==> src/rtl/sample_issue.sv <==
// rtl/sample_issue.sv - frame-based I/Q sample issuer with 2-entry skid buffer and issue pacing
// Feeds one FRAME_LEN-sample frame per start to the sample fetcher, honouring stop_in backpressure.
module sample_issue #(
    parameter int S_WIDTH   = 24,
    parameter int FRAME_LEN = 29,
    parameter int PACE      = 1
) (
    input  logic                           clk,
    input  logic                           reset,
    input  logic                           start,
    input  logic                           in_valid,
    output logic                           in_ready,
    input  logic [S_WIDTH-1:0]             in_i,
    input  logic [S_WIDTH-1:0]             in_q,
    input  logic                           stop_in,
    output logic                           incoming,
    output logic [S_WIDTH-1:0]             samp_i,
    output logic [S_WIDTH-1:0]             samp_q,
    output logic                           busy,
    output logic                           done,
    output logic [$clog2(FRAME_LEN+1)-1:0] sent_count
);

    localparam int CW = $clog2(FRAME_LEN + 1);
    localparam int PW = (PACE > 1) ? $clog2(PACE) : 1;
    localparam logic [CW-1:0] LAST_IDX  = CW'(FRAME_LEN - 1);
    localparam logic [CW-1:0] FRAME_CNT = CW'(FRAME_LEN);
    localparam logic [PW-1:0] PACE_RELOAD = PW'(PACE - 1);

    typedef enum logic [1:0] {
        ST_IDLE  = 2'd0,
        ST_ISSUE = 2'd1,
        ST_DONE  = 2'd2
    } state_t;

    state_t state_q, state_d;

    logic [S_WIDTH-1:0] buf_i_q [2];
    logic [S_WIDTH-1:0] buf_q_q [2];
    logic               rd_ptr_q, wr_ptr_q;
    logic [1:0]         cnt_q, cnt_d;
    logic [CW-1:0]      acc_q, acc_d;
    logic [CW-1:0]      sent_q, sent_d;
    logic [PW-1:0]      pace_q, pace_d;
    logic [S_WIDTH-1:0] last_i_q, last_q_q;

    logic accept;
    logic issue;

    // Gated by reset so nothing is pushed or accepted in the reset cycle itself.
    assign in_ready = (state_q == ST_ISSUE) && (cnt_q != 2'd2) && (acc_q < FRAME_CNT) && !reset;
    assign issue    = (state_q == ST_ISSUE) && (cnt_q != 2'd0) && (pace_q == '0) && !stop_in && !reset;
    assign accept   = in_valid && in_ready;
    assign incoming = issue;

    // An empty buffer shows the last issued sample so the output holds between frames.
    assign samp_i     = (cnt_q != 2'd0) ? buf_i_q[rd_ptr_q] : last_i_q;
    assign samp_q     = (cnt_q != 2'd0) ? buf_q_q[rd_ptr_q] : last_q_q;
    assign sent_count = sent_q;

    always_comb begin
        state_d = state_q;
        acc_d   = acc_q;
        sent_d  = sent_q;
        busy    = 1'b0;
        done    = 1'b0;
        case (state_q)
            ST_IDLE: begin
                if (start) begin
                    state_d = ST_ISSUE;
                    acc_d   = '0;
                    sent_d  = '0;
                end
            end
            ST_ISSUE: begin
                busy = 1'b1;
                if (accept) begin
                    acc_d = acc_q + CW'(1);
                end
                if (issue) begin
                    sent_d = sent_q + CW'(1);
                    if (sent_q == LAST_IDX) begin
                        state_d = ST_DONE;
                    end
                end
            end
            ST_DONE: begin
                done    = 1'b1;
                state_d = ST_IDLE;
            end
            default: begin
                state_d = ST_IDLE;
            end
        endcase
    end

    always_comb begin
        cnt_d = cnt_q;
        case ({accept, issue})
            2'b10:   cnt_d = cnt_q + 2'd1;
            2'b01:   cnt_d = cnt_q - 2'd1;
            default: cnt_d = cnt_q;
        endcase
    end

    always_comb begin
        pace_d = pace_q;
        if (issue) begin
            pace_d = PACE_RELOAD;
        end else if (pace_q != '0) begin
            pace_d = pace_q - PW'(1);
        end
    end

    always_ff @(posedge clk) begin
        if (reset) begin
            state_q  <= ST_IDLE;
            rd_ptr_q <= 1'b0;
            wr_ptr_q <= 1'b0;
            cnt_q    <= 2'd0;
            acc_q    <= '0;
            sent_q   <= '0;
            pace_q   <= '0;
            last_i_q <= '0;
            last_q_q <= '0;
            for (int k = 0; k < 2; k++) begin
                buf_i_q[k] <= '0;
                buf_q_q[k] <= '0;
            end
        end else begin
            state_q <= state_d;
            cnt_q   <= cnt_d;
            acc_q   <= acc_d;
            sent_q  <= sent_d;
            pace_q  <= pace_d;
            if (accept) begin
                buf_i_q[wr_ptr_q] <= in_i;
                buf_q_q[wr_ptr_q] <= in_q;
                wr_ptr_q          <= ~wr_ptr_q;
            end
            if (issue) begin
                last_i_q <= buf_i_q[rd_ptr_q];
                last_q_q <= buf_q_q[rd_ptr_q];
                rd_ptr_q <= ~rd_ptr_q;
            end
        end
    end

endmodule

==> config.mk <==
export PLATFORM = sky130hd
export DESIGN_NAME = sample_issue
export DESIGN_NICKNAME = d
export VERILOG_FILES = /design/src/rtl/sample_issue.sv
export SDC_FILE = /design/constraint.sdc
export NUM_CORES = 1
export LEC_CHECK = 0
export CAP_MARGIN = 25
export CELL_PAD_IN_SITES_DETAIL_PLACEMENT = 0
export CELL_PAD_IN_SITES_GLOBAL_PLACEMENT = 1
export CORE_MARGIN = 2
export CORE_UTILIZATION = 46
export CTS_CLUSTER_DIAMETER = 40
export DETAILED_ROUTE_END_ITERATION = 10
export PLACE_DENSITY_LB_ADDON = 0.05
export SLEW_MARGIN = 20
export SYNTH_ARGS = -nofsm -noshare
export SYNTH_HDL_FRONTEND = slang
export SYNTH_SLANG_ARGS = --single-unit
==> constraint.sdc <==
create_clock -name clk -period 5.9 [get_ports clk]
set_input_delay 1.18 -clock clk [delete_from_list [all_inputs] [get_ports clk]]
set_output_delay 1.18 -clock clk [all_outputs]
set_load 0.05 [all_outputs]
-- After elaboration in Yosys (flattened, before gate mapping)
Memory sizes are Yosys's and may differ from the RTL's. A register that Yosys moved wholly into a read port is not among the register bits.
Index checks and enable logic that the tools add are counted.
- bits in registers: 65
- input bits: 53
- output and inout port bits: 57
- memories kept: 2
- RAM bits: 96
- memories (name ; depth ; bits a word ; rd ports ; clocked after memory_dff ; write ports ; RTL line ; source):
    buf_i_q ; 2 ; 24 ; 1 ; 1 ; 2 ; 38 ; logic [S_WIDTH-1:0] buf_i_q [2];
    buf_q_q ; 2 ; 24 ; 1 ; 1 ; 2 ; 39 ; logic [S_WIDTH-1:0] buf_q_q [2];
- add/subtract/negate cells: 5
- bitwise gates (word level): 3
- multiplexer cells: 29
- magnitude comparators: 1
- reduce and logical (&&, ||, !) cells: 20
- equality and inequality tests: 10
- operator list (kind ; count):
    2-to-1 mux 24 bit ; 4
    OR reduction 24 bit ; 2
    case mux 5 bit (2 select lines) ; 2
    2-to-1 mux 1 bit ; 15
    2-to-1 mux 5 bit ; 3
    adder 5 x 1 -> 5 bit, second input constant ; 2
    AND reduction 3 bit ; 3
    logical AND 1 bit ; 8
    != test 2 bit, second input constant ; 4
    case mux 2 bit (2 select lines) ; 2
    2-to-1 mux 2 bit ; 3
    nonzero test 2 bit ; 3
    == test 5 bit, second input constant ; 1
    < comparator 5 bit, second input constant ; 1
    == test 2 x 1 -> 1 bit, second input constant ; 2
    == test 2 bit, second input constant ; 2
    NOT 1 bit ; 3
    OR reduction 3 bit ; 1
    adder 2 x 1 -> 2 bit, second input constant ; 1
    zero test 1 bit ; 2
    zero test 2 bit ; 1
    != test 2 x 1 -> 1 bit, second input constant ; 1
    subtractor 2 x 1 -> 2 bit, second input constant ; 1
    subtractor 1 bit, second input constant ; 1

-- Logic depth before layout (Yosys ltp)
- word-level depth: 10
- mapped depth: 9

-- Worst setup path after synthesis
Ideal clock, no wire load.
- path kind: input -> register
- start: input port reset
- end: memory buf_i_q[0][0], enable pin
- cell stages on the path: 6
- slack: 2.182 ns
- data arrival time: 3.310 ns
- setup time: 0.408 ns
- cells stage by stage: buf_2 > nor3b_4 > nand4_1 > nor2_1 > buf_2 > or2_1
- RTL lines (element ; RTL line ; source):
    from (decl) ; 9 ; input logic reset,
    to (decl) ; 38 ;

==> run_summary.xml <==
<?xml version="1.0" encoding="UTF-8"?>
<metrics>
  <group name="global_routing">
    <metric name="antenna_found_initial" unit="">0</metric>
    <metric name="first_pass_grt_wire_length" unit="µm">23100</metric>
    <metric name="largest_net_degree_at_the_start_of_global_routing" unit="">103</metric>
    <metric name="grt-ovfl-total" unit="">0</metric>
    <metric name="vias_in_the_first_global_route" unit="">4541</metric>
    <metric name="all_layer_global_routing_usage" unit="%">18.6</metric>
  </group>
  <group name="power">
    <metric name="p_leak" unit="nW">3.04</metric>
    <metric name="clock_power_share" unit="%">43.8</metric>
    <metric name="switching_power" unit="µW">600</metric>
    <metric name="cell_internal_pwr" unit="mW">2.09</metric>
    <metric name="combinationalPowerShare" unit="%">9.9</metric>
    <metric name="share_seq_of_total_power" unit="%">46.3</metric>
    <metric name="peakVddDrop" unit="V">0.000201</metric>
    <metric name="power-per-cell-area" unit="mW/mm²">306</metric>
    <metric name="sw_frac_of_total" unit="%">22.3</metric>
  </group>
  <group name="drt">
    <metric name="drt_iter0_markers" unit="">300</metric>
    <metric name="detail_route.vias_per_cell" unit="">5.16</metric>
    <metric name="wl_per_cell" unit="µm">16.0</metric>
    <metric name="dr_total_vias" unit="">4671</metric>
    <metric name="routed_wirelength" unit="µm">14500</metric>
    <metric name="drc" unit="">0</metric>
    <metric name="antenna_violating_nets_post_route" unit="">0</metric>
    <metric name="drt_first_pass_iters" unit="">4</metric>
  </group>
  <group name="timing">
    <metric name="maxSlewViolCount" unit="">0</metric>
    <metric name="slew_headroom" unit="%">41.2</metric>
    <metric name="min_period" unit="ns">4.05</metric>
    <metric name="clock_skew" unit="ns">0.0127</metric>
    <metric name="worstMarginPinSlew" unit="ns">0.882</metric>
    <metric name="max_freq" unit="MHz">247</metric>
    <metric name="rsz0062_at_grt" unit="">no</metric>
    <metric name="setup_violations" unit="">0</metric>
    <metric name="finalHoldViolCount" unit="">0</metric>
    <metric name="fin_tns_setup" unit="ns">0</metric>
    <metric name="fin_crit_sh" unit="%">68.6</metric>
  </group>
  <group name="run_status">
    <metric name="run_status" unit="">finished clean</metric>
  </group>
  <group name="logic_synthesis">
    <metric name="yosys_reg_bits" unit="">162</metric>
    <metric name="synth_sequential_area_ratio" unit="%">60.5</metric>
    <metric name="syn_inst" unit="">619</metric>
    <metric name="synthFlopType" unit="">sky130_fd_sc_hd__edfxtp_1</metric>
    <metric name="post_synth_num_cell_types" unit="">36</metric>
    <metric name="syn_avg_cell_area" unit="µm²">11.2</metric>
    <metric name="yosys.area.top_type" unit="">sky130_fd_sc_hd__edfxtp_1</metric>
    <metric name="postSynthNetCount" unit="">676</metric>
    <metric name="synth_area_leaders" unit="">sky130_fd_sc_hd__edfxtp_1 (41%), sky130_fd_sc_hd__dfxtp_1 (19%), sky130_fd_sc_hd__and2_1 (8.6%)</metric>
    <metric name="yosysWarnings" unit="">0</metric>
    <metric name="synth_area" unit="mm²">0.00695</metric>
    <metric name="netlist.area_leader.share" unit="%">41.5</metric>
    <metric name="postSynth.asyncResetShare" unit="%">0</metric>
    <metric name="number_of_enable_flip_flop_cells_after_synthesis" unit="">96</metric>
  </group>
  <group name="setup_path">
    <metric name="timing.critical_path.arrival" unit="ns">4.14</metric>
    <metric name="cp-end-kind" unit="">flip-flop</metric>
    <metric name="cpMostUsedCell" unit="">sky130_fd_sc_hd__buf_4</metric>
    <metric name="critical_path.max_stage_delay" unit="ns">0.70</metric>
    <metric name="critPathKind" unit="">input port to flip-flop</metric>
    <metric name="crit_required" unit="ns">5.99</metric>
    <metric name="crit_path_top_delay_cell" unit="">sky130_fd_sc_hd__or2_2</metric>
    <metric name="start_kind" unit="">input port</metric>
    <metric name="path_cells" unit="">buf_2, nor3b_4, nand4_1, nor2_4, buf_4, or2_2, buf_4</metric>
    <metric name="worstPathMaxFanout" unit="">49</metric>
  </group>
  <group name="placed_design">
    <metric name="hpwl" unit="µm">8500</metric>
    <metric name="io_buffer_count" unit="">109</metric>
    <metric name="dp.cells" unit="">872</metric>
    <metric name="place.gp.congestion" unit="">0.745</metric>
  </group>
  <group name="worst_hold_path">
    <metric name="min_path_type" unit="">flip-flop to flip-flop</metric>
  </group>
  <group name="cts">
    <metric name="holdBufCountCts" unit="">0</metric>
    <metric name="post_cts_resized" unit="">0</metric>
    <metric name="clock_sink_count" unit="">162</metric>
    <metric name="clock_insertion_delay_worst_skew" unit="ns">0.42</metric>
    <metric name="clock_path_buffers" unit="">2</metric>
    <metric name="cts.root.buffer_cell" unit="">sky130_fd_sc_hd__clkbuf_16</metric>
    <metric name="path_clk_slew" unit="ns">0.07</metric>
    <metric name="htree_levels" unit="">4</metric>
    <metric name="post_cts_buffers" unit="">0</metric>
    <metric name="cts_tree" unit="">built</metric>
    <metric name="cts_buffers" unit="">17</metric>
  </group>
  <group name="cells_and_area">
    <metric name="number_of_standard_cells_in_the_layout_taps_in_and_fillers_out" unit="">905</metric>
    <metric name="final_util" unit="%">60.0</metric>
    <metric name="final_nets" unit="">766</metric>
    <metric name="area_growth" unit="%">26.5</metric>
    <metric name="antennaDiodeCount" unit="">0</metric>
    <metric name="final_layout_size_suffix_gt1_share" unit="%">6.24</metric>
  </group>
  <group name="die">
    <metric name="coreArea" unit="mm²">0.0146</metric>
    <metric name="floorplan.initialDensity" unit="%">47.4</metric>
    <metric name="die_h" unit="µm">127</metric>
    <metric name="die_area" unit="mm²">0.0161</metric>
    <metric name="rows" unit="">44</metric>
    <metric name="floorplan.die.width" unit="µm">127</metric>
    <metric name="ios" unit="">110</metric>
  </group>
  <group name="run">
    <metric name="maxCapViolations" unit="">0</metric>
  </group>
</metrics>
-- worst max-delay path, delay by kind of cell --
family                 cells  cell delay [ns]
buffers and inverters      3             0.96
AND/OR/NAND/NOR            4             1.96
-- state kept, by name (all words and copies together) (netlist names), named ones only --
register / cells
sent_count: 5
state_q: 2
wr_ptr_q: 1
buf_q_q: 48
buf_i_q: 48
last_q_q: 24
rd_ptr_q: 1
last_i_q: 24
acc_q: 5
cnt_q: 2
pace_q: 1
-- kinds of logic (layout without fill, tap and decap cells) --
logic type	Yosys count	in the layout	synth area share, %
adder cells (fa/ha/maj)	4	4	0.720
XOR/XNOR	6	6	0.756
buffers and inverters	51	153	3.40
AND/OR/NAND/NOR	237	237	17.5
AO/OA/AOI/OAI	107	107	9.76
other	1	1	0.0540
flip-flops	162	162	60.5
multiplexers	51	51	7.35
-- path summary, 6_finish.rpt --
kind | startpoint | end | slack (ns) | depth (start not counted)
hold reg to reg | acc_q[4] | acc_q[4] | 0.49 | 1
setup reg to reg | state_q[0] | buf_i_q[1][9] | 2.29 | 6
setup / recovery | reset | buf_i_q[1][9] | 1.85 | 7
hold / removal | acc_q[4] | acc_q[4] | 0.49 | 1
-- layer usage --
| metal | GRT usage, % | up-vias | part of all wire, % |
|---|---|---|---|
| met5 | 0 | - | 0 |
| met4 | 6.27 | 0 | 0.75 |
| met3 | 4.93 | 9 | 4.1 |
| met2 | 30.2 | 104 | 48 |
| met1 | 24.3 | 2200 | 47 |
| li1 | - | 2358 | - |
-- cells in the mapped netlist, drive strengths merged, types with 3 or more instances --
library cell / count
nand3: 3
a22o: 3
inv: 4
a21o: 3
dfxtp: 66
clkbuf: 22
ha: 4
a21oi: 50
nor2: 109
nand4: 4
or2: 3
a211oi: 48
xnor2: 3
and2: 96
and3: 5
buf: 24
xor2: 3
nor3: 4
edfxtp: 96
nand2: 3
mux2i: 51
-- stage by stage --
stage                     hold WS, ns  power, mW  worst slack [ns]  cell area [µm²]
after global placement          0.476       1.53              1.48             8120
after global routing            0.513       2.78              1.60             8790
after floorplan                 0.450       1.43              2.18             6950
after CTS                       0.493       2.72              1.79             8750
final                           0.493       2.69              1.85             8790
after detailed placement        0.478       1.54              1.39             8120
-- area by class of cell --
cell class	count	area, µm²
clock buffer	20	447
clock inverter	11	186
fill	1193	5850
inverter	5	18.8
multi-input combinational	406	2530
sequential	162	4210
tap	184	230
timing repair buffer	117	1170
-- cell usage in the layout, fill, tap and decap left out, types with 2 or more instances in the layout --
master	instances
sky130_fd_sc_hd__nor4_1	2
sky130_fd_sc_hd__nand3_1	3
sky130_fd_sc_hd__nor2b_1	2
sky130_fd_sc_hd__clkinv_2	2
sky130_fd_sc_hd__or2_2	2
sky130_fd_sc_hd__clkdlybuf4s50_1	108
sky130_fd_sc_hd__clkbuf_16	17
sky130_fd_sc_hd__ha_1	4
sky130_fd_sc_hd__xnor2_1	3
sky130_fd_sc_hd__edfxtp_1	96
sky130_fd_sc_hd__clkbuf_1	2
sky130_fd_sc_hd__nor3_1	4
sky130_fd_sc_hd__buf_4	6
sky130_fd_sc_hd__nand4_1	4
sky130_fd_sc_hd__bufinv_16	5
sky130_fd_sc_hd__buf_12	2
sky130_fd_sc_hd__a211oi_1	48
sky130_fd_sc_hd__inv_1	4
sky130_fd_sc_hd__nor2_4	2
sky130_fd_sc_hd__a21oi_1	50
sky130_fd_sc_hd__and2_1	96
sky130_fd_sc_hd__nand2_1	3
sky130_fd_sc_hd__clkinv_1	2
sky130_fd_sc_hd__a22o_1	3
sky130_fd_sc_hd__clkinvlp_4	3
sky130_fd_sc_hd__and3_1	4
sky130_fd_sc_hd__xor2_1	3
sky130_fd_sc_hd__nor2_1	107
sky130_fd_sc_hd__dfxtp_1	65
sky130_fd_sc_hd__mux2i_1	51
sky130_fd_sc_hd__a21o_1	3
-- power groups by stage --
stage | combinational (mW) | clock [mW] | sequential, mW
3_3_place_gp | 0.265 | 0 | 1.27
6_report | 0.267 | 1.18 | 1.24
5_1_grt | 0.286 | 1.25 | 1.25
4_1_cts | 0.269 | 1.20 | 1.24
2_1_floorplan | 0.161 | 0 | 1.27
3_5_place_dp | 0.267 | 0 | 1.27
Power figures use the tool's default switching activity.
==> patch, RTL diff (same settings) <==
Re-encode `state_t` (3 states) as one-hot, 3 bits wide.
--- a/src/rtl/sample_issue.sv
+++ b/src/rtl/sample_issue.sv
@@ -28,8 +28,8 @@
     localparam logic [PW-1:0] PACE_RELOAD = PW'(PACE - 1);
 
-    typedef enum logic [1:0] {
-        ST_IDLE  = 2'd0,
-        ST_ISSUE = 2'd1,
-        ST_DONE  = 2'd2
+    typedef enum logic [2:0] {
+        ST_IDLE  = 3'b001,
+        ST_ISSUE = 3'b010,
+        ST_DONE  = 3'b100
     } state_t;
 
Formal check against the unedited RTL: same outputs for any inputs over 4 cycles, from zero or initial values and one cycle with reset high; so few cycles prove little.
==> patch against the original RTL <==
- register-to-register slack gained 490 ps
- synthesized area grew 1.4%
- setup slack lost 30 ps
- design area grew 0.70%
- routed wire length grew 6.3%
- highest routed layer unchanged
- sequential cell count grew 1
- global-route usage grew 0.83 points
- utilization shrank 1.4 points
Power is not compared: it rests on default switching activity, and its combinational part moved more than twofold at a synthesized area within 25%.
==> patch: results (changes against the original RTL) <==
[run_status]
status=finished clean

[logic_synthesis]
synth_edf_count=96  ; unchanged
synth_top_area_cell=edfxtp_1
yosysWarningCount=0  ; unchanged
synthArstFlopShare=0  ; unchanged
synth.top_cells.by_count=nor2_1 (104), edfxtp_1 (96), dfxtp_1 (67), and3_1 (53), a21oi_1 (52)
synth.distinct_cells=45  ; +25%
ys_seq_area_frac=0.599  ; -0.00575
yosys-top-cells-area=edfxtp_1 (41%), dfxtp_1 (19%), mux2i_1 (6.8%)
synthesis.nets=685  ; +1.3%
synth_cells=628  ; +1.5%

[placement]
dp_hpwl_mm=8.92  ; +5.0%
place_area_mm2=0.00817  ; +0.65%
place_inst=877  ; +0.57%
place_ws_ps=1500  ; +109 ps
gp_congestion=0.793  ; +6.5%
io_buffers=109  ; unchanged

[critical_path]
reg2regPathDepth=5  ; -1
crit_arrival_ps=2900  ; -1240 ps
crit_path_max_fanout=10  ; -80%

[hold_path]
hold_depth=1  ; unchanged
holdCritPathClass=reg -> reg

[clocking]
cts_root_buf=clkbuf_16
post_cts_buffers=0  ; unchanged
clkLatencyLatePin_ps=430
clk_pin_slew_ps=60
cts_resized=0  ; unchanged
clock_path_buffers=2  ; unchanged
htree_levels=4  ; unchanged
cts_made_buffers=17  ; unchanged

[final_layout]
fin_cells=912  ; +0.77%
fillerInstances=1235  ; +3.5%
final_area_mm2=0.00885  ; +0.70%
drive_gt1_frac=0.0732  ; +0.0108
reg_top3=buf_i_q (48), buf_q_q (48)
final_nets=768  ; +0.26%

[power_and_ir_drop]
p_sw_frac=0.203
finalPower_mw=2.49
ir_drop_v=0.000185
pwr-share-seq=0.495

[drt]
vias=4952  ; +6.0%
dr.pass1.iters=4  ; unchanged
routedWlPerCell_um=16.9  ; +5.5%
drt_iter0_markers=293  ; -2.3%

[timing]
relSlewSlack=0.356  ; -0.0559
finalClockSkew_ps=6.59  ; -6.16 ps

[global_route]
grt_pass1_wl_mm=24.2  ; +4.8%
grt_use_total=0.194  ; +0.00827
first_global_vias=4863  ; +7.1%
grt_max_degree=102  ; -0.97%

[patch: changes by cell type in the layout (fill, tap and decap cells not counted), moves of 3 or more]
cell | before | now
nand2_1 | 3 | 7
nor3_1 | 4 | 0
and2_1 | 96 | 48
and3_1 | 4 | 52
clkinvlp_4 | 3 | 0
clkinv_2 | 2 | 8
mux2i_1 | 51 | 48
nor2_1 | 107 | 104
a31oi_1 | 0 | 6
[patch: cell families (layout without fill, tap and decap cells)]
kind of cell             count (synthesis)  in the layout  share of synthesized area
multiplexers                            50             50                     0.0714
XOR/XNOR                                 4              4                    0.00497
flip-flops                             163            163                      0.599
AND/OR/NAND/NOR                        228            228                      0.168
AO/OA/AOI/OAI                          121            121                      0.110
buffers and inverters                   57            153                     0.0389
other                                    1              1                   0.000532
adder cells (fa/ha/maj)                  4              4                    0.00710
[patch: worst paths after layout]
path               from       endpoint  slack, ps
max               reset       incoming       1820
min            acc_q[4]       acc_q[4]        480
max reg2reg  state_q[0]  buf_i_q[1][8]       2780
min reg2reg    acc_q[4]       acc_q[4]        480
[patch: critical path, stage by stage]
cell and delay [ps]:
buf_2 120, nor4b_4 490, and3_4 310, clkdlybuf4s50_1 800
[patch: final cells by class]
class / count / share of cell area
Tap cell: 188 / 0.0266
Timing Repair Buffer: 116 / 0.135
Clock inverter: 13 / 0.0185
Sequential cell: 163 / 0.478
Clock buffer: 19 / 0.0500
Multi-Input combinational cell: 408 / 0.290
Inverter: 5 / 0.00212
[patch: layer usage]
layer  up-vias  wire length (um)  GRT usage
met2       120              7660      0.336
met4         0               227     0.0601
li1       2446                 -          -
met1      2369              6710      0.234
met5         -                 0          0
met3        17               786     0.0580
